$ cat src/rtl/pipe_stage_reg.sv
// rtl/pipe_stage_reg.sv - parametrised pipeline stage register with valid/ready, stall, flush and pass-through lane
// Optional 2-entry skid buffer selected by PIPE_STAGE_SKID_EN.
module pipe_stage_reg #(
    parameter int CTRL_W     = 6,
    parameter int DATA_W     = 256,
    parameter int DEST_IN_W  = 5,
    parameter int DEST_OUT_W = 3,
    parameter int PASS_W     = 64
) (
    input  logic                  clk,
    input  logic                  rst,
    input  logic                  flush,
    input  logic                  in_valid,
    output logic                  in_ready,
    input  logic [CTRL_W-1:0]     in_ctrl,
    input  logic                  in_wre,
    input  logic [DATA_W-1:0]     in_data,
    input  logic [DEST_IN_W-1:0]  in_dest,
    input  logic [PASS_W-1:0]     pass_in,
    output logic                  out_valid,
    input  logic                  out_ready,
    output logic [CTRL_W-1:0]     out_ctrl,
    output logic                  out_wre,
    output logic [DATA_W-1:0]     out_data,
    output logic [DEST_OUT_W-1:0] out_dest,
    output logic [PASS_W-1:0]     pass_out,
    output logic [1:0]            occupancy
);

    logic                  r_valid;
    logic [CTRL_W-1:0]     r_ctrl;
    logic                  r_wre;
    logic [DATA_W-1:0]     r_data;
    logic [DEST_OUT_W-1:0] r_dest;
    logic                  w_in_fire;
    logic [DEST_OUT_W-1:0] w_dest_trunc;

    assign w_dest_trunc = in_dest[DEST_OUT_W-1:0];
    assign w_in_fire    = in_valid & in_ready;

    // Bubbles must never reach the register file, so ctrl/wre are gated.
    assign out_valid = r_valid;
    assign out_ctrl  = r_ctrl & {CTRL_W{r_valid}};
    assign out_wre   = r_wre & r_valid;
    assign out_data  = r_data;
    assign out_dest  = r_dest;
    assign pass_out  = pass_in;

`ifdef PIPE_STAGE_SKID_EN
    logic                  r_s_valid;
    logic [CTRL_W-1:0]     r_s_ctrl;
    logic                  r_s_wre;
    logic [DATA_W-1:0]     r_s_data;
    logic [DEST_OUT_W-1:0] r_s_dest;

    assign in_ready  = !r_s_valid;
    assign occupancy = {r_valid & r_s_valid, r_valid ^ r_s_valid};

    always_ff @(posedge clk or posedge rst) begin
        if (rst) begin
            r_valid   <= 1'b0;
            r_ctrl    <= '0;
            r_wre     <= 1'b0;
            r_data    <= '0;
            r_dest    <= '0;
            r_s_valid <= 1'b0;
            r_s_ctrl  <= '0;
            r_s_wre   <= 1'b0;
            r_s_data  <= '0;
            r_s_dest  <= '0;
        end else if (flush) begin
            r_valid   <= 1'b0;
            r_s_valid <= 1'b0;
        end else if (!r_valid) begin
            // Skid is never occupied while main is empty.
            if (w_in_fire) begin
                r_valid <= 1'b1;
                r_ctrl  <= in_ctrl;
                r_wre   <= in_wre;
                r_data  <= in_data;
                r_dest  <= w_dest_trunc;
            end
        end else if (out_ready) begin
            if (r_s_valid) begin
                r_ctrl    <= r_s_ctrl;
                r_wre     <= r_s_wre;
                r_data    <= r_s_data;
                r_dest    <= r_s_dest;
                r_s_valid <= 1'b0;
            end else if (w_in_fire) begin
                r_ctrl <= in_ctrl;
                r_wre  <= in_wre;
                r_data <= in_data;
                r_dest <= w_dest_trunc;
            end else begin
                r_valid <= 1'b0;
            end
        end else if (w_in_fire) begin
            r_s_valid <= 1'b1;
            r_s_ctrl  <= in_ctrl;
            r_s_wre   <= in_wre;
            r_s_data  <= in_data;
            r_s_dest  <= w_dest_trunc;
        end
    end
`else
    logic w_out_fire;

    assign in_ready   = !r_valid | out_ready;
    assign w_out_fire = r_valid & out_ready;
    assign occupancy  = {1'b0, r_valid};

    always_ff @(posedge clk or posedge rst) begin
        if (rst) begin
            r_valid <= 1'b0;
            r_ctrl  <= '0;
            r_wre   <= 1'b0;
            r_data  <= '0;
            r_dest  <= '0;
        end else if (flush) begin
            r_valid <= 1'b0;
        end else if (w_in_fire) begin
            r_valid <= 1'b1;
            r_ctrl  <= in_ctrl;
            r_wre   <= in_wre;
            r_data  <= in_data;
            r_dest  <= w_dest_trunc;
        end else if (w_out_fire) begin
            r_valid <= 1'b0;
        end
    end
`endif

endmodule

$ cat config.mk
export PLATFORM = sky130hd
export DESIGN_NAME = pipe_stage_reg
export DESIGN_NICKNAME = d
export VERILOG_FILES = /design/src/rtl/pipe_stage_reg.sv
export SDC_FILE = /design/constraint.sdc
export NUM_CORES = 1
export LEC_CHECK = 0
export ABC_AREA = 1
export BUFFER_PORTS_ARGS = -buffer_cell sky130_fd_sc_hd__buf_4
export CAP_MARGIN = 15
export CORE_AREA = 2 2 263 265
export CTS_BUF_LIST = sky130_fd_sc_hd__clkbuf_4 sky130_fd_sc_hd__clkbuf_8
export CTS_CLUSTER_DIAMETER = 80
export CTS_CLUSTER_SIZE = 8
export DETAILED_ROUTE_END_ITERATION = 7
export DIE_AREA = 0 0 265 267
export MAX_ROUTING_LAYER = met4
export PLACE_DENSITY_LB_ADDON = 0.25
export SYNTH_ARGS = -nofsm -noshare
export SYNTH_HDL_FRONTEND = slang
export SYNTH_SLANG_ARGS = --single-unit
$ cat constraint.sdc
create_clock -name clk -period 9.4 [get_ports clk]
set_input_delay 0.94 -clock clk [delete_from_list [all_inputs] [get_ports clk]]
set_output_delay 0.94 -clock clk [all_outputs]
set_load 0.02 [all_outputs]
### Yosys cells after proc, flatten, opt, wreduce, memory -nomap -nowiden

Index checks and enable logic that the tools add are counted.

| word-level totals | value |
|---|---|
| flip-flop bits (word level) | 267 |
| bits in latches | 0 |
| bits in writable memories | 0 |
| memories | 0 |
| output and inout bits | 334 |
| input bits | 337 |
| memory bits (read-only) | 0 |
| word-level logic and storage cells | 17 |

| cells by class | value |
|---|---|
| reduce and logical (&&, ||, !) cells | 3 |
| shift operators | 0 |
| add/sub/neg operators | 0 |
| div/mod/pow operators | 0 |
| equality and inequality tests | 0 |
| magnitude comparators | 0 |
| bitwise gates (word level) | 6 |
| muxes and demuxes | 3 |
| $mul | 0 |

Operators by type and width:

| cell | number |
|---|---|
| $and A6 B6 Y6 | 1 |
| $and A1 B1 Y1 | 3 |
| $mux W1 | 3 |
| $reduce_bool A3 Y1 | 1 |
| $reduce_and A2 Y1 | 1 |
| $logic_not A1 Y1 | 1 |
| $not A1 Y1 | 1 |
| $or A1 B1 Y1 | 1 |

### Longest topological paths before layout

| depth | value |
|---|---|
| word-level depth | 5 |
| mapped depth | 7 |
| gate-level depth less buffers | 5 |

### Worst setup path after synthesis

No wires, ideal clock.

| timing | value |
|---|---|
| path kind | input port to output port |
| from | input out_ready |
| to | output in_ready |
| path slack | 7.151 ns |
| data required time | 8.460 ns |
| cell stages on the path | 3 |
| path buffers | 1 |
| arrival time | 1.309 ns |
| cells stage by stage | inv_1 > nand2_4 > buf_2 |

| between the ends | value |
|---|---|
| longest elaborated chain between the ends | 1 |

Ends and longest elaborated chain:

| what | line | source |
|---|---|---|
| start: declaration | 21 | `input logic out_ready,` |
| $or A1 B1 Y1 | 109 | `assign in_ready = !r_valid \| out_ready;` |
| end: declaration | 14 | `output logic in_ready,` |

No other way between the ends.

### Worst setup path after layout

| timing | value |
|---|---|
| from | input in_valid |
| to | register r_data[38] (netlist: out_data[38]) |

| between the ends | value |
|---|---|
| longest elaborated chain between the ends | 2 |

Ends and longest elaborated chain:

| what | line | source |
|---|---|---|
| start: declaration | 13 | `input logic in_valid,` |
| $and A1 B1 Y1 | 39 | `assign w_in_fire = in_valid & in_ready;` |
| $reduce_and A2 Y1 (no source line) | n/a |  |
| end signal: assignment | 126 | `r_data <= in_data;` |
| end: declaration | 33 | `logic [DATA_W-1:0] r_data;` |

No other way between the ends.
A chain may end at the register's enable or synchronous reset.

==> impl_metrics.ini <==
[synthesis]
synth_fa_ha_area_frac = 0
ys_top_cells_by_area = dfrtp_1, nand2_1, nand3_1
netlist.area_leader.share = 0.6018
ys_seq_elements = 267
ys_types = 12
syn_inst = 1241
synth_top_area_cell = dfrtp_1
syn_area_mm2 = 0.01110
yosysSeqAreaShare = 0.6018
synthMuxAreaShare = 0
yosysWarningCount = 0
synth_xor_area_frac = 0
synth_area_per_cell_um2 = 8.947
synth_compound_area_frac = 0.0004508
syn_nets = 1578
synth-simple-area-share = 0.3052
synth_top_family_by_area = simple AND/OR/NAND/NOR gates

[sta]
rsz0062_at_grt = false
drv_slew = 0
tns_ns = 0
period_needed_ns = 3.248
hold_violations = 0
clock.fmax_mhz = 307.9
setup_viol = 0
finClkSkew_ns = 0.01538
fin_crit_sh = 0.3455
worstMarginPinSlew_ns = 1.132
hold_slack_ns = 0.4416
slew_headroom = 0.2454

[run]
cap_violations = 0

[die]
fp.dieArea_mm2 = 0.07076
die_y_um = 267
ioPinCount = 671
fp.coreArea_mm2 = 0.06799
initial_core_util = 0.1633
fp.dieW_um = 265
row_count = 96

[setup_path]
crit_type = input port to flip-flop
crit_top_cell = buf_4
cp-start-kind = input port
crit_slowest_cell = buf_4
cpPeakStageDelay_ns = 0.84
arrival_ns = 3.70
cp_cell_sequence = buf_4 -> inv_1 -> nor2_4 -> buf_4 -> nand2_8 -> buf_4 -> nand2_1 -> nand2_1
endpoint_kind = flip-flop
cp_top_family = buffers and inverters
cp.required_ns = 9.85
critPathMaxFanout = 98
path_buf_inv = 4

[final_layout]
final_util = 0.2355
layout-drive-gt1-share = 0.3557
areaGrowthSynthToFinish_pct = 44.22
final_net_count = 2016

[clock_tree]
clk_path_buf_depth = 3
cts_buffers = 40
cts_tree = built
htree_levels = 2
cts_hold_buf = 0
cts_resized = 0
clk_pin_slew_ns = 0.06
cts-root-buf = clkbuf_8
postCtsSetupRepairBufs = 0
clock_latency_ns = 0.58
clock-sinks = 267

[run_status]
outcome = finished clean

[global_route]
met3_usage = 0.03727
grt_usage = 0.1101
antenna_found_initial = 3
grtUsageMet1 = 0.1234
grt_util_met2 = 0.1817
grt_pass1_wl_um = 59530
grt_max_degree = 99
grt-ovfl-total = 0
grt_pass1_vias = 10000
grt_busiest_layer = met2

[routing]
viasPerCell = 3.857
drt_iter0_drc = 495
wl_per_cell_um = 15.45
wirelength_um = 39640
ant_nets = 0
firstDrtPassIters = 5
vias = 9897
drc = 0

[power]
ir_worst_vdd_v = 0.00009154
p_sw_w = 0.001042
p_int_w = 0.002110
power.leakage_nw = 8.678
comb_power_share = 0.265
netSwitchingFraction = 0.3305
seq_power_share = 0.448
clock_power_share = 0.287
p_per_area_mw_per_mm2 = 196.9

[placement]
place_congestion = 0.7754
portBuffers = 539
dp_hpwl_um = 26970

[worst_hold_path]
hp-class = input port to asynchronous set/reset pin
[sequential cells by signal (all words and copies together), names as in the netlist]
| register | cells |
|---|---|
| out_dest | 3 |
| r_wre | 1 |
| out_valid | 1 |
| out_data | 256 |
| r_ctrl | 6 |
[area by class of cell]
cell class | count | area, um2
fill | 7497 | 51970
sequential | 267 | 6681
timing repair buffer | 550 | 4129
multi-input combinational | 810 | 3415
tap | 882 | 1104
clock buffer | 41 | 564.3
clock inverter | 3 | 67.56
inverter | 10 | 45.04
antenna | 3 | 7.507
[per-stage QoR]
| step | total power, W | cell area (um2) | setup WS [ns] | cells |
|---|---|---|---|---|
| 2_1_floorplan | 0.001876 | 11100 | 1.106 | 1241 |
| 3_3_place_gp | 0.002277 | 15370 | 5.573 | 2519 |
| 3_5_place_dp | 0.002285 | 15370 | 5.558 | 2519 |
| 4_1_cts | 0.003231 | 16010 | 6.234 | 2563 |
| 5_1_grt | 0.003340 | 16010 | 5.974 | 2566 |
| 6_report | 0.003152 | 16010 | 6.152 | 2566 |
[worst register-to-register path, cell delays in order, from the launching register on]
cell	delay, ns
dfrtp_1	0.74
nand2_8	0.38
nand2_8	0.62
buf_4	0.89
nand2_1	0.25
nand2_1	0.10
[kinds of logic (layout without fill, tap and decap cells)]
group / Yosys count / count (layout)
flip-flops: 267 / 267
AND/OR/NAND/NOR: 808 / 808
buffers and inverters: 164 / 604
AO/OA/AOI/OAI: 1 / 1
other: 1 / 4
[power groups by stage]
stage	Clock, W	Combinational (W)	Sequential (W)
after CTS	0.000964	0.000854	0.00141
after global placement	0	0.000851	0.00143
after global routing	0.00100	0.000907	0.00143
after detailed placement	0	0.000855	0.00143
after floorplan	0	0.000251	0.00162
final	0.000904	0.000836	0.00141
[routing by layer]
layer | wire length (um) | share of wire
met5 | 0 | 0
met4 | 1190 | 0.030
met3 | 3345 | 0.084
met2 | 19550 | 0.49
met1 | 15560 | 0.39
[synthesized netlist by cell type]
library cell  number
nand2_4            2
dfrtp_1          267
inv_1             10
buf_2             66
nand3_1          266
buf_4             77
a21oi_1            1
nand2_1          539
nor2_4             1
conb_1             1
buf_6              5
clkbuf_1           6
[final timing paths]
path | from | endpoint | slack [ns] | cells after the start
worst max-delay path | in_valid | out_data[38]$_DFFE_PP0P_ | 6.15 | 8
worst min-delay path | rst | out_data[165]$_DFFE_PP0P_ | 0.44 | 2
worst max register to register | out_valid$_DFFE_PP0P_ | out_data[38]$_DFFE_PP0P_ | 6.36 | 5
worst min register to register | out_data[88]$_DFFE_PP0P_ | out_data[88]$_DFFE_PP0P_ | 0.47 | 2
max in group asynchronous | rst | out_data[43]$_DFFE_PP0P_ | 6.85 | 4
min in group clk | out_data[88]$_DFFE_PP0P_ | out_data[88]$_DFFE_PP0P_ | 0.47 | 2
[layout by cell type (no fill, tap or decap)]
| cell type | n |
|---|---|
| a21oi_1 | 1 |
| buf_4 | 550 |
| bufinv_16 | 2 |
| clkbuf_8 | 41 |
| clkinvlp_4 | 1 |
| conb_1 | 1 |
| dfrtp_1 | 267 |
| diode_2 | 3 |
| inv_1 | 9 |
| inv_8 | 1 |
| nand2_1 | 539 |
| nand2_8 | 2 |
| nand3_1 | 266 |
| nor2_4 | 1 |
No activity file was read; power rests on OpenSTA's default activity.
